--- config.mk ---
export PLATFORM = sky130hd
export DESIGN_NAME = matrix3x3_rinv_qt_multiply
export DESIGN_NICKNAME = d
export VERILOG_FILES = /design/src/rtl/rinv_qt_pkg.sv /design/src/rtl/fixed_point_mac.sv /design/src/rtl/matrix3x3_rinv_qt_multiply.sv
export SDC_FILE = /design/constraint.sdc
export NUM_CORES = 1
export LEC_CHECK = 0
export CAP_MARGIN = 10
export CORE_AREA = 2 2 302 304
export CTS_BUF_LIST = sky130_fd_sc_hd__clkbuf_8
export DETAILED_ROUTE_END_ITERATION = 6
export DIE_AREA = 0 0 304 306
export GPL_TIMING_DRIVEN = 1
export SLEW_MARGIN = 20
export SYNTH_ARGS = -nofsm -noshare
export SYNTH_HDL_FRONTEND = slang
export SYNTH_HIERARCHICAL = 1
export SYNTH_SLANG_ARGS = --single-unit
--- constraint.sdc ---
create_clock -name clk -period 24.8 [get_ports clk]
set_input_delay 4.96 -clock clk [delete_from_list [all_inputs] [get_ports clk]]
set_output_delay 4.96 -clock clk [all_outputs]
set_load 0.01 [all_outputs]
--- src/rtl/rinv_qt_pkg.sv ---
// Shared types and the fixed 18-step MAC schedule for the R^-1 * Q^T multiplier.
package rinv_qt_pkg;

    localparam int DEFAULT_WORD_LENGTH     = 16;
    localparam int DEFAULT_FRACTION_LENGTH = 12;
    localparam int STEPS                   = 18;

    typedef enum logic [1:0] {
        IDLE,
        MAC,
        DONE
    } state_t;

    typedef struct packed {
        logic [1:0] row;
        logic [1:0] col;
        logic [1:0] k;
        logic       last;
    } sched_t;

    // Column-major walk; each row only visits k >= row, skipping R^-1's zeros.
    localparam sched_t SCHEDULE [STEPS] = '{
        '{2'd0, 2'd0, 2'd0, 1'b0}, '{2'd0, 2'd0, 2'd1, 1'b0}, '{2'd0, 2'd0, 2'd2, 1'b1},
        '{2'd1, 2'd0, 2'd1, 1'b0}, '{2'd1, 2'd0, 2'd2, 1'b1}, '{2'd2, 2'd0, 2'd2, 1'b1},
        '{2'd0, 2'd1, 2'd0, 1'b0}, '{2'd0, 2'd1, 2'd1, 1'b0}, '{2'd0, 2'd1, 2'd2, 1'b1},
        '{2'd1, 2'd1, 2'd1, 1'b0}, '{2'd1, 2'd1, 2'd2, 1'b1}, '{2'd2, 2'd1, 2'd2, 1'b1},
        '{2'd0, 2'd2, 2'd0, 1'b0}, '{2'd0, 2'd2, 2'd1, 1'b0}, '{2'd0, 2'd2, 2'd2, 1'b1},
        '{2'd1, 2'd2, 2'd1, 1'b0}, '{2'd1, 2'd2, 2'd2, 1'b1}, '{2'd2, 2'd2, 2'd2, 1'b1}
    };

endpackage

--- src/rtl/fixed_point_mac.sv ---
// Signed multiply-accumulate with round/shift/saturate write-back value.
// Macro RINV_QT_ROUND_EN selects round-half-up instead of truncation.
module fixed_point_mac
    import rinv_qt_pkg::*;
#(
    parameter int wordLength     = DEFAULT_WORD_LENGTH,
    parameter int fractionLength = DEFAULT_FRACTION_LENGTH
) (
    input  logic                         clk,
    input  logic                         reset,
    input  logic                         clear,
    input  logic                         en,
    input  logic                         last,
    input  logic signed [wordLength-1:0] a,
    input  logic signed [wordLength-1:0] b,
    output logic signed [wordLength-1:0] result
);

    localparam int PROD_W = 2 * wordLength;
    localparam int ACC_W  = 2 * wordLength + 2;

    localparam logic signed [ACC_W-1:0] SAT_MAX =
        {{(ACC_W - wordLength + 1){1'b0}}, {(wordLength - 1){1'b1}}};
    localparam logic signed [ACC_W-1:0] SAT_MIN =
        {{(ACC_W - wordLength + 1){1'b1}}, {(wordLength - 1){1'b0}}};

    logic signed [ACC_W-1:0]  acc;
    logic signed [PROD_W-1:0] product;
    logic signed [ACC_W-1:0]  sum;
    logic signed [ACC_W-1:0]  biased;
    logic signed [ACC_W-1:0]  shifted;

    assign product = PROD_W'(a) * PROD_W'(b);
    assign sum     = acc + ACC_W'(product);

`ifdef RINV_QT_ROUND_EN
    localparam logic signed [ACC_W-1:0] ROUND_BIAS = ACC_W'(1) <<< (fractionLength - 1);
    assign biased = sum + ROUND_BIAS;
`else
    assign biased = sum;
`endif

    assign shifted = biased >>> fractionLength;

    always_comb begin
        result = shifted[wordLength-1:0];
        if (shifted > SAT_MAX) begin
            result = {1'b0, {(wordLength - 1){1'b1}}};
        end else if (shifted < SAT_MIN) begin
            result = {1'b1, {(wordLength - 1){1'b0}}};
        end
    end

    // The accumulator self-clears after each element's final term.
    always_ff @(posedge clk) begin
        if (reset || clear) begin
            acc <= '0;
        end else if (en) begin
            acc <= last ? '0 : sum;
        end
    end

endmodule

--- src/rtl/matrix3x3_rinv_qt_multiply.sv ---
// A^-1 = R^-1 * Q^T using one shared MAC over a fixed 18-step schedule.
// Build option RINV_QT_ROUND_EN (in fixed_point_mac) enables rounding.
module matrix3x3_rinv_qt_multiply
    import rinv_qt_pkg::*;
#(
    parameter int wordLength     = DEFAULT_WORD_LENGTH,
    parameter int fractionLength = DEFAULT_FRACTION_LENGTH
) (
    input  logic                         clk,
    input  logic                         reset,
    input  logic                         start,
    input  logic signed [wordLength-1:0] R11_inv,
    input  logic signed [wordLength-1:0] R12_inv,
    input  logic signed [wordLength-1:0] R13_inv,
    input  logic signed [wordLength-1:0] R22_inv,
    input  logic signed [wordLength-1:0] R23_inv,
    input  logic signed [wordLength-1:0] R33_inv,
    input  logic signed [wordLength-1:0] Q11,
    input  logic signed [wordLength-1:0] Q12,
    input  logic signed [wordLength-1:0] Q13,
    input  logic signed [wordLength-1:0] Q21,
    input  logic signed [wordLength-1:0] Q22,
    input  logic signed [wordLength-1:0] Q23,
    input  logic signed [wordLength-1:0] Q31,
    input  logic signed [wordLength-1:0] Q32,
    input  logic signed [wordLength-1:0] Q33,
    output logic signed [wordLength-1:0] A11,
    output logic signed [wordLength-1:0] A12,
    output logic signed [wordLength-1:0] A13,
    output logic signed [wordLength-1:0] A21,
    output logic signed [wordLength-1:0] A22,
    output logic signed [wordLength-1:0] A23,
    output logic signed [wordLength-1:0] A31,
    output logic signed [wordLength-1:0] A32,
    output logic signed [wordLength-1:0] A33,
    output logic                         busy,
    output logic                         done
);

    state_t state, state_next;
    logic [4:0] step;
    sched_t sched;
    logic capture;
    logic mac_en;
    logic signed [wordLength-1:0] mac_result;

    // Lower triangle of rinv_r is never written and stays zero.
    logic signed [wordLength-1:0] rinv_r [3][3];
    logic signed [wordLength-1:0] q_r    [3][3];
    logic signed [wordLength-1:0] a_r    [3][3];

    assign sched   = SCHEDULE[step];
    assign capture = (state == IDLE) && start;
    assign mac_en  = (state == MAC);

    always_ff @(posedge clk) begin
        if (reset) begin
            state <= IDLE;
        end else begin
            state <= state_next;
        end
    end

    always_comb begin
        state_next = state;
        case (state)
            IDLE:    if (start) state_next = MAC;
            MAC:     if (step == 5'(STEPS - 1)) state_next = DONE;
            DONE:    state_next = IDLE;
            default: state_next = IDLE;
        endcase
    end

    fixed_point_mac #(
        .wordLength     (wordLength),
        .fractionLength (fractionLength)
    ) u_mac (
        .clk    (clk),
        .reset  (reset),
        .clear  (capture),
        .en     (mac_en),
        .last   (sched.last),
        .a      (rinv_r[sched.row][sched.k]),
        .b      (q_r[sched.col][sched.k]),
        .result (mac_result)
    );

    always_ff @(posedge clk) begin
        if (reset) begin
            step <= '0;
            for (int i = 0; i < 3; i++) begin
                for (int j = 0; j < 3; j++) begin
                    rinv_r[i][j] <= '0;
                    q_r[i][j]    <= '0;
                    a_r[i][j]    <= '0;
                end
            end
        end else begin
            if (capture) begin
                step         <= '0;
                rinv_r[0][0] <= R11_inv;
                rinv_r[0][1] <= R12_inv;
                rinv_r[0][2] <= R13_inv;
                rinv_r[1][1] <= R22_inv;
                rinv_r[1][2] <= R23_inv;
                rinv_r[2][2] <= R33_inv;
                q_r[0][0] <= Q11; q_r[0][1] <= Q12; q_r[0][2] <= Q13;
                q_r[1][0] <= Q21; q_r[1][1] <= Q22; q_r[1][2] <= Q23;
                q_r[2][0] <= Q31; q_r[2][1] <= Q32; q_r[2][2] <= Q33;
            end
            if (mac_en) begin
                step <= (step == 5'(STEPS - 1)) ? '0 : step + 5'd1;
                if (sched.last) begin
                    a_r[sched.row][sched.col] <= mac_result;
                end
            end
        end
    end

    assign A11 = a_r[0][0]; assign A12 = a_r[0][1]; assign A13 = a_r[0][2];
    assign A21 = a_r[1][0]; assign A22 = a_r[1][1]; assign A23 = a_r[1][2];
    assign A31 = a_r[2][0]; assign A32 = a_r[2][1]; assign A33 = a_r[2][2];

    assign busy = (state != IDLE);
    assign done = (state == DONE);

endmodule

==> impl_metrics.json <==
{
  "multi_input_area_um2": 15100,
  "start_util": 0.328,
  "holdWs_ns": 0.489,
  "grtUsageTotal": 0.171,
  "synth.top_cells.by_count": "498 x and2_1, 384 x edfxtp_1, 360 x inv_1",
  "totalWireLength_um": 78900,
  "yosysTopAreaCell": "edfxtp_1",
  "clkTransAtPathRegs_ns": 0.06,
  "cp-start-kind": "flip-flop",
  "ys_warn_count": 6,
  "crit_required_ns": 25.31,
  "die_x_um": 304,
  "coreArea_um2": 89600,
  "cts_max_level": 3,
  "antenna_found_initial": 3,
  "setup-tns-final_ns": 0,
  "crit_start": "step[1]",
  "clock-skew-final_ns": 0.0386,
  "finalCriticalPeriod_ns": 10.60,
  "die_y_um": 306,
  "netlist_area_um2": 29400,
  "worstHoldStart": "u_mac/acc[31]",
  "min_period_over_period": 0.427,
  "grt_pass1_wl_um": 123000,
  "arrival_ns": 11.11,
  "cts.sinks": 425,
  "drt_iter0_markers": 1369,
  "numCtsBuffers": 72,
  "maxCapViolations": 0,
  "tightest_slew_ns": 1.06,
  "grt_max_degree": 176,
  "num-fill-cells": 8617,
  "rows": 110,
  "relSlewSlack": 0.290,
  "outcome": "completed",
  "drive_gt1_frac": 0.0715,
  "wl_met2_um": 38500,
  "postSynthAreaPerCell_um2": 11.7,
  "synthFlopType": "edfxtp_1",
  "ctsHoldBuffers": 0,
  "finalWorstSetupSlack_ns": 14.20,
  "path_class": "flip-flop to flip-flop",
  "async_reset_ff_frac": 0,
  "gp_congestion": 0.814,
  "post_cts_resized": 0,
  "clock_latency_ns": 0.67,
  "cp_max_fo": 33,
  "dp_hpwl_um": 60100,
  "first_pass_iters": 7,
  "rsz0062_at_grt": "false",
  "postRouteAntennaNets": 0,
  "io_pins": 389,
  "synth_edf_count": 384,
  "drc": 0,
  "clock.fmax_mhz": 94.4,
  "top_layer": "met4",
  "drt-met1-wl_um": 34000,
  "cts-root-buf": "clkbuf_8",
  "met3WireLength_um": 4540,
  "place_worst_setup_slack_ns": 14.22,
  "cts_buffer_depth": 3,
  "cts_tree": "yes",
  "ys_ff_latch": 425,
  "setup_viol": 0,
  "grt_pass1_vias": 20300,
  "synth.most_common_cell": "and2_1",
  "synth_area_leaders": "edfxtp_1 39%, fa_1 21%, and2_1 11%, inv_1 4.6%, ha_1 4.6%",
  "vias": 19200,
  "hold_viol": 0,
  "wire_per_inst_um": 19.2,
  "avgViaCountPerCell": 4.68,
  "cpMaxStageDelayCell": "fa_1",
  "rr_startpoint": "step[1]",
  "ys_seq_area_frac": 0.420,
  "drv_slew": 0,
  "netlist.area_leader.share": 0.392,
  "num-nets-final": 3525,
  "syn_inst": 2517,
  "ff_latch_area_um2": 12400,
  "overflow": 0,
  "hp-class": "flip-flop to flip-flop",
  "dieArea_um2": 93000,
  "worstSetupEndpointType": "flip-flop",
  "io_buffers": 388,
  "syn-num-nets": 3172,
  "cpPeakStageDelay_ns": 0.84,
  "synth_cell_type_count": 78,
  "cts_setup_buffers": 0,
  "area_delta_synth_final_pct": 21.7
}
[critical path: cells and delay by family (launching register included)]
kind | cells | cell delay, ns
multiplexers | 1 | 0.30
AO/OA/AOI/OAI | 7 | 2.55
buffers and inverters | 8 | 1.15
adder cells (fa/ha/maj) | 8 | 4.02
AND/OR/NAND/NOR | 8 | 1.92
flip-flops | 1 | 0.45
[sequential cells by signal, indices dropped and copies added (netlist names)]
register and count:
a_r 144, q_r 144, rinv_r 96, state 2
step 5, u_mac/acc 34
[stage by stage]
step / utilization / area [um^2] / cells
after global routing: 0.399 / 35800 / 4104
after floorplan: - / 29400 / 2517
after global placement: 0.384 / 34400 / 3972
final: 0.399 / 35800 / 4104
after detailed placement: 0.384 / 34400 / 3972
after CTS: 0.399 / 35700 / 4099
[placed cells by master, fill, tap and decap left out, types with 7 or more instances in the layout]
cell,synthesis,final
and2_1,498,497
inv_1,360,388
clkdlybuf4s50_1,0,388
edfxtp_1,384,384
fa_1,305,305
nand2_1,152,151
ha_1,107,107
clkbuf_8,0,74
nor2_1,71,71
a21oi_1,58,58
a222oi_1,48,48
dfxtp_1,41,41
buf_4,8,33
o21ai_0,27,27
o22ai_1,33,26
xnor2_1,26,26
mux2i_1,21,21
a211o_1,17,17
mux2_2,16,16
nand2b_1,12,12
xor2_1,12,12
o31ai_2,14,12
o21ai_2,12,12
a21o_1,11,11
and3_1,10,10
a22oi_1,9,9
nor3_1,9,9
clkinv_1,0,9
o2bb2ai_1,9,9
or2_2,9,8
nor2b_1,8,8
nand3_1,8,8
a211oi_1,8,8
o22ai_2,0,7
clkinv_2,0,7
[area by class of cell]
cell class              count  share of cell area
well taps                1176              0.0411
flip-flops and latches    425               0.345
diodes                      5            0.000350
inverters                 361              0.0380
clock buffers              74              0.0285
clock inverters            53             0.00819
multi-input cells        1588               0.422
repair buffers            422               0.116
[kinds of logic (layout without fill, tap and decap cells)]
| family | after synthesis | after routing | synth area share |
|---|---|---|---|
| other cells | 0 | 5 | 0 |
| fa+ha+maj | 412 | 412 | 0.253 |
| buf+inv | 504 | 910 | 0.0694 |
| simple gates | 804 | 804 | 0.154 |
| mux | 39 | 39 | 0.0141 |
| flops | 425 | 425 | 0.420 |
| compound gates | 295 | 295 | 0.0779 |
| xor+xnor | 38 | 38 | 0.0113 |
[final timing paths]
kind | to | slack [ns] | depth (start not counted)
min reg2reg | u_mac/acc[31] | 0.49 | 2
min | u_mac/acc[31] | 0.49 | 2
max | a_r[0][19] | 14.20 | 32
max reg2reg | a_r[0][19] | 14.20 | 32
[metal layers]
metal / up-vias / GRT usage
met3: 86 / 0.0318
li1: 9023 / -
met2: 611 / 0.295
met5: - / 0
met1: 9467 / 0.221
met4: 0 / 0.0471
Power is not shown: default switching activity piles up to over one toggle a cycle in this logic, so the estimate is an artifact.
